<file path="config.mk">
export PLATFORM = sky130hd
export DESIGN_NAME = mem_access
export DESIGN_NICKNAME = d
export VERILOG_FILES = /design/src/rtl/mem_access.sv
export SDC_FILE = /design/constraint.sdc
export NUM_CORES = 1
export LEC_CHECK = 0
export CAP_MARGIN = 10
export CORE_MARGIN = 2
export CORE_UTILIZATION = 45
export CTS_CLUSTER_DIAMETER = 100
export DETAILED_ROUTE_END_ITERATION = 16
export PLACE_DENSITY = 0.94
export SLEW_MARGIN = 5
export SYNTH_ARGS = -nofsm -noshare
export SYNTH_HDL_FRONTEND = slang
export SYNTH_SLANG_ARGS = --single-unit
</file>
<file path="constraint.sdc">
create_clock -name clk -period 8.2 [get_ports clk]
set_input_delay 2.46 -clock clk [delete_from_list [all_inputs] [get_ports clk]]
set_output_delay 2.46 -clock clk [all_outputs]
set_load 0.02 [all_outputs]
</file>
<file path="src/rtl/mem_access.sv">
// MEM stage of the THCOMIPS32e pipeline: req/ack bus access for loads/stores,
// load-data formatting and MEM/WB write-back fields.
module mem_access #(
    parameter int unsigned TIMEOUT_CYCLES = 16
) (
    input  logic        clk,
    input  logic        rst,
    input  logic [7:0]  aluop_i,
    input  logic [31:0] mem_addr_i,
    input  logic [31:0] reg2_i,
    input  logic [4:0]  wd_i,
    input  logic        wreg_i,
    input  logic [31:0] wdata_i,
    input  logic        stall_i,
    input  logic        flush_i,
    input  logic [31:0] bus_rdata_i,
    input  logic        bus_ack_i,
    output logic        bus_req_o,
    output logic        bus_we_o,
    output logic [31:0] bus_addr_o,
    output logic [3:0]  bus_be_o,
    output logic [31:0] bus_wdata_o,
    output logic [4:0]  wd_o,
    output logic        wreg_o,
    output logic [31:0] wdata_o,
    output logic        stallreq_mem_o,
    output logic        addr_err_o,
    output logic        bus_err_o
);

    localparam int unsigned CW = $clog2(TIMEOUT_CYCLES + 1);

    localparam logic [7:0] OP_LB  = 8'hE0;
    localparam logic [7:0] OP_LH  = 8'hE1;
    localparam logic [7:0] OP_LW  = 8'hE3;
    localparam logic [7:0] OP_LBU = 8'hE4;
    localparam logic [7:0] OP_LHU = 8'hE5;
    localparam logic [7:0] OP_SB  = 8'hE8;
    localparam logic [7:0] OP_SH  = 8'hE9;
    localparam logic [7:0] OP_SW  = 8'hEB;

    typedef enum logic [1:0] {ST_IDLE, ST_WAIT, ST_DONE} state_t;

    state_t        state, state_nxt;
    logic [CW-1:0] cnt;
    logic [7:0]    op_q;
    logic [1:0]    lane_q;
    logic          load_q, fault_q, flushed_q;
    logic [31:0]   rdata_q;

    logic          is_load, is_store, is_mem, misaligned, timeout;
    logic          is_byte, is_half;
    logic [3:0]    be_c;
    logic [31:0]   st_wdata_c, fmt_c;
    logic [7:0]    lane_b;
    logic [15:0]   lane_h;

    // Decode of the incoming EX/MEM operation
    always_comb begin
        is_load  = (aluop_i == OP_LB) || (aluop_i == OP_LH) || (aluop_i == OP_LW) ||
                   (aluop_i == OP_LBU) || (aluop_i == OP_LHU);
        is_store = (aluop_i == OP_SB) || (aluop_i == OP_SH) || (aluop_i == OP_SW);
        is_mem   = is_load || is_store;
        is_byte  = (aluop_i == OP_LB) || (aluop_i == OP_LBU) || (aluop_i == OP_SB);
        is_half  = (aluop_i == OP_LH) || (aluop_i == OP_LHU) || (aluop_i == OP_SH);
        misaligned = (is_half && mem_addr_i[0]) ||
                     (((aluop_i == OP_LW) || (aluop_i == OP_SW)) && (mem_addr_i[1:0] != 2'b00));
        if (is_byte)      be_c = 4'b0001 << mem_addr_i[1:0];
        else if (is_half) be_c = mem_addr_i[1] ? 4'b1100 : 4'b0011;
        else              be_c = 4'b1111;
        if (is_byte)      st_wdata_c = {4{reg2_i[7:0]}};
        else if (is_half) st_wdata_c = {2{reg2_i[15:0]}};
        else              st_wdata_c = reg2_i;
        timeout = (cnt == CW'(TIMEOUT_CYCLES - 1)) && !bus_ack_i;
    end

    // Lane selection and extension of the captured load word
    always_comb begin
        case (lane_q)
            2'd0:    lane_b = rdata_q[7:0];
            2'd1:    lane_b = rdata_q[15:8];
            2'd2:    lane_b = rdata_q[23:16];
            default: lane_b = rdata_q[31:24];
        endcase
        lane_h = lane_q[1] ? rdata_q[31:16] : rdata_q[15:0];
        case (op_q)
            OP_LB:   fmt_c = {{24{lane_b[7]}}, lane_b};
            OP_LBU:  fmt_c = {24'd0, lane_b};
            OP_LH:   fmt_c = {{16{lane_h[15]}}, lane_h};
            OP_LHU:  fmt_c = {16'd0, lane_h};
            default: fmt_c = rdata_q;
        endcase
    end

    always_ff @(posedge clk or posedge rst) begin
        if (rst) state <= ST_IDLE;
        else     state <= state_nxt;
    end

    always_comb begin
        state_nxt = state;
        case (state)
            ST_IDLE: if (is_mem && !flush_i) state_nxt = misaligned ? ST_DONE : ST_WAIT;
            ST_WAIT: if (bus_ack_i || timeout) state_nxt = ST_DONE;
            ST_DONE: if (flush_i || !stall_i) state_nxt = ST_IDLE;
            default: state_nxt = ST_IDLE;
        endcase
    end

    // Write-back fields and stall request; forced low while in reset
    always_comb begin
        wd_o           = 5'd0;
        wreg_o         = 1'b0;
        wdata_o        = 32'd0;
        stallreq_mem_o = 1'b0;
        if (!rst) begin
            wd_o = wd_i;
            case (state)
                ST_IDLE: begin
                    wdata_o        = wdata_i;
                    wreg_o         = wreg_i && !is_mem && !flush_i;
                    stallreq_mem_o = is_mem && !flush_i;
                end
                ST_WAIT: begin
                    wdata_o        = wdata_i;
                    stallreq_mem_o = 1'b1;
                end
                ST_DONE: begin
                    wdata_o = load_q ? fmt_c : wdata_i;
                    wreg_o  = wreg_i && load_q && !fault_q && !flushed_q && !flush_i;
                end
                default: ;
            endcase
        end
    end

    // Bus request, timeout counter and per-access bookkeeping
    always_ff @(posedge clk or posedge rst) begin
        if (rst) begin
            bus_req_o   <= 1'b0;
            bus_we_o    <= 1'b0;
            bus_addr_o  <= 32'd0;
            bus_be_o    <= 4'd0;
            bus_wdata_o <= 32'd0;
            addr_err_o  <= 1'b0;
            bus_err_o   <= 1'b0;
            cnt         <= '0;
            op_q        <= 8'd0;
            lane_q      <= 2'd0;
            load_q      <= 1'b0;
            fault_q     <= 1'b0;
            flushed_q   <= 1'b0;
            rdata_q     <= 32'd0;
        end else begin
            addr_err_o <= 1'b0;
            bus_err_o  <= 1'b0;
            case (state)
                ST_IDLE: begin
                    cnt       <= '0;
                    fault_q   <= 1'b0;
                    flushed_q <= 1'b0;
                    if (is_mem && !flush_i) begin
                        op_q   <= aluop_i;
                        lane_q <= mem_addr_i[1:0];
                        load_q <= is_load;
                        if (misaligned) begin
                            addr_err_o <= 1'b1;
                            fault_q    <= 1'b1;
                        end else begin
                            bus_req_o   <= 1'b1;
                            bus_we_o    <= is_store;
                            bus_addr_o  <= {mem_addr_i[31:2], 2'b00};
                            bus_be_o    <= be_c;
                            bus_wdata_o <= st_wdata_c;
                        end
                    end
                end
                ST_WAIT: begin
                    cnt <= cnt + CW'(1);
                    if (flush_i) flushed_q <= 1'b1;
                    if (bus_ack_i) begin
                        rdata_q   <= bus_rdata_i;
                        bus_req_o <= 1'b0;
                    end else if (timeout) begin
                        bus_req_o <= 1'b0;
                        fault_q   <= 1'b1;
                        bus_err_o <= !(flushed_q || flush_i);
                    end
                end
                ST_DONE: if (flush_i) flushed_q <= 1'b1;
                default: ;
            endcase
        end
    end

endmodule

</file>
==> results.py <==
metrics = {
    "power_and_ir_drop": {
        "total_leakage_power_uw": 0.00431,
        "ir_drop_mv": 0.167,
        "report.power.total_uw": 2580,
        "p_per_area_nw_per_um2": 261,
    },
    "worst_setup_path": {
        "crit_slowest_cell": "clkdlybuf4s50_1",
        "critPathTopFamily": "buffers and inverters",
        "worstSetupStartpointType": "input pin",
        "cpMostUsedCell": "clkdlybuf4s50_1",
        "rr_startpoint": "state[0]",
        "worstPathMaxFanout": 16,
        "crit_type": "in -> out",
        "setup.worst_path.start": "rst",
        "end_kind": "output pin",
        "crit_chain": "clkdlybuf4s50_1 -> or2_2 -> nor2_1 -> o31ai_1 -> buf_4 -> o21ai_0 -> clkdlybuf4s50_1",
        "path_buf_inv": 3,
        "worstPathRequired_ns": 5.74,
        "cpPeakStageDelay_ns": 0.64,
        "arrival_ns": 5.03,
    },
    "sta": {
        "fmax_mhz": 133,
        "slew_headroom": 0.282,
        "fin_worst_skew_ns": 0.0155,
        "setup_tns_ns": 0,
        "finalSetupViolCount": 0,
        "finalCritPeriodShare": 0.914,
        "finalHoldViolCount": 0,
        "drv_slew": 0,
        "tightest_slew_ns": 1.08,
        "grt_setup_unrepaired": "false",
        "fin_crit_ns": 7.49,
    },
    "clock_tree": {
        "clk_pin_slew_worst_paths_ns": 0.06,
        "cts_root_buffer": "clkbuf_16",
        "cts_buffer_depth": 2,
        "cts_sinks": 122,
        "worstSkewPairLatency_ns": 0.42,
        "postCtsSetupBuffers": 0,
        "cts_tree": "yes",
        "cts_hold_buf": 0,
        "ctsHtreeMaxLevel": 4,
        "cts_resized": 0,
        "cts_made_buffers": 17,
    },
    "route": {
        "drt-initial-drc-count": 464,
        "vias": 5813,
        "drt-vias-per-instance": 5.64,
        "antenna_left": 0,
        "drt-pass1-iter-count": 5,
        "wl_per_cell_um": 19.4,
        "drc_errors": 0,
        "wl_um": 19900,
    },
    "yosys": {
        "synth-main-ff-cell": "dfrtp_1",
        "ys_seq_elements": 122,
        "syn_avg_cell_area_um2": 11.4,
        "yosysSeqAreaShare": 0.458,
        "yosysWarnings": 0,
        "synthCells": 587,
        "synth_cell_type_count": 57,
        "async_flop_share": 1.00,
        "synth_edf_count": 0,
        "syn_area_um2": 6660,
    },
    "finish": {
        "fin_nets": 986,
        "final_cells": 1030,
        "multi_input_area_um2": 3390,
        "design_area_um2": 9890,
        "post-route-util": 0.683,
        "layout-drive-gt1-share": 0.234,
        "area_growth_syn_to_layout_pct": 48.3,
        "diodes": 0,
        "area.sequential_um2": 3050,
        "final.fill_count": 1018,
    },
    "place": {
        "placedCellCount": 998,
        "gp_congestion": 0.841,
        "io_buffers": 255,
        "placed_area_um2": 9340,
        "dp_hpwl_um": 14100,
    },
    "global_routing": {
        "antenna_found_initial": 0,
        "grt_pass1_vias": 5954,
        "track_usage": 0.251,
        "overflow": 0,
        "grt_max_degree": 70,
        "grt_pass1_wl_um": 31400,
    },
    "floorplanning": {
        "rows": 44,
        "core_area_um2": 14500,
        "die_x_um": 126,
        "fp.dieH_um": 126,
        "start_util": 0.460,
        "die-area_um2": 15800,
        "num_io_pins": 258,
    },
    "min_path": {
        "hold_start": "flushed_q",
        "hold_class": "reg -> reg",
    },
    "status": {
        "outcome": "finished clean",
    },
    "flow_run": {
        "drv_cap": 0,
    },
}
==> worst paths after layout <==
check                                       to  slack [ns]  cells past startpoint
worst max-delay path               wdata_o[21]        0.71                      7
worst min-delay path                 bus_err_o        0.48                      1
worst max register to register  bus_addr_o[13]        5.78                      5
worst min register to register       bus_err_o        0.48                      1
max in group asynchronous              op_q[3]        4.09                      4
min in group asynchronous            bus_req_o        2.90                      3
==> synthesized netlist by cell type (2+ instances only) <==
cell type,count,area share
mux2_2,116,0.20
and2_1,4,0.0038
buf_2,6,0.0045
or3_1,2,0.0019
o211ai_1,2,0.0023
a21o_1,2,0.0023
nand2_1,62,0.035
a31oi_1,5,0.0047
nand2b_1,6,0.0056
mux2i_1,4,0.0060
nand3_1,3,0.0023
a22oi_1,5,0.0056
nor2_1,27,0.015
a311oi_1,4,0.0053
mux4_2,4,0.014
mux2_4,30,0.068
nor2b_1,11,0.010
o31ai_1,3,0.0034
buf_1,5,0.0028
nand3b_1,5,0.0056
dfrtp_1,122,0.46
a311o_1,7,0.011
nor3_1,11,0.0083
buf_6,4,0.0068
a211oi_1,4,0.0045
and4b_1,2,0.0030
a21oi_1,22,0.017
inv_1,12,0.0068
a32oi_1,2,0.0026
ha_1,6,0.011
clkbuf_1,19,0.011
buf_4,3,0.0034
o21ai_0,43,0.032
==> final cells by class <==
class / instances / area share
tap: 184 / 0.0233
inverter: 12 / 0.00481
multi-input combinational: 416 / 0.343
clock buffer: 21 / 0.0456
clock inverter: 11 / 0.00987
timing repair buffer: 264 / 0.265
sequential: 122 / 0.309
==> logic make-up (layout without fill, tap and decap cells) <==
group / Yosys count / in the layout / synth area share
AO/OA/AOI/OAI: 108 / 108 / 0.102
adder cells (fa/ha/maj): 6 / 6 / 0.0113
buffers and inverters: 50 / 308 / 0.0357
flip-flops: 122 / 122 / 0.458
other: 1 / 2 / 0.000563
XOR/XNOR: 1 / 1 / 0.00131
multiplexers: 154 / 154 / 0.283
AND/OR/NAND/NOR: 145 / 145 / 0.108
==> per-layer routing <==
metal | vias to the layer above | global-route usage | wire length [µm]
li1 | 2613 | - | -
met1 | 2852 | 0.311 | 7930
met2 | 302 | 0.419 | 9940
met3 | 46 | 0.0624 | 1410
met4 | 0 | 0.104 | 670
met5 | - | 0 | 0
==> placed cells by master (no fill, tap or decap), drive strengths merged, types with 2 or more instances in the layout <==
| cell | synthesis | routed |
|---|---|---|
| and4b | 2 | 2 |
| nand3b | 5 | 5 |
| a32oi | 2 | 2 |
| nand2b | 7 | 7 |
| a311oi | 4 | 4 |
| a21oi | 22 | 22 |
| o211ai | 2 | 2 |
| a21o | 2 | 2 |
| buf | 18 | 9 |
| mux2 | 146 | 146 |
| clkinv | 0 | 5 |
| conb | 1 | 2 |
| a311o | 7 | 7 |
| clkinvlp | 0 | 4 |
| a211oi | 4 | 4 |
| a31oi | 5 | 5 |
| nor2 | 28 | 28 |
| or3 | 2 | 2 |
| o31ai | 3 | 3 |
| nand3 | 3 | 3 |
| inv | 12 | 13 |
| clkdlybuf4s50 | 0 | 255 |
| ha | 6 | 6 |
| nor4b | 2 | 2 |
| mux4 | 4 | 4 |
| nand2 | 63 | 63 |
| clkbuf | 20 | 21 |
| nor2b | 11 | 11 |
| dfrtp | 122 | 122 |
| a22oi | 5 | 5 |
| o21ai | 43 | 43 |
| and2 | 4 | 4 |
| mux2i | 4 | 4 |
| nor3 | 11 | 11 |
==> power by group <==
group | leakage (µW) | internal [µW] | switching [µW]
sequential | 0.00163 | 768 | 163
combinational | 0.00242 | 508 | 441
clock | 0.000259 | 423 | 281
total | 0.00431 | 1700 | 885
==> sequential cells by signal (all words and copies together) (netlist names) <==
| register | flops |
|---|---|
| lane_q | 2 |
| bus_we_o | 1 |
| addr_err_o | 1 |
| state | 2 |
| flushed_q | 1 |
| bus_req_o | 1 |
| bus_err_o | 1 |
| bus_be_o | 4 |
| bus_addr_o | 30 |
| op_q | 8 |
| load_q | 1 |
| rdata_q | 32 |
| bus_wdata_o | 32 |
| cnt | 5 |
| fault_q | 1 |
==> stage by stage <==
step                      hold slack, ns  worst slack, ns
after floorplan                    0.418           0.0870
after global routing               0.506            0.576
after global placement             0.457            0.852
after detailed placement           0.469            0.734
after CTS                          0.481            0.723
final                              0.479            0.709
Note: power is estimated with default switching activity, not from simulation.
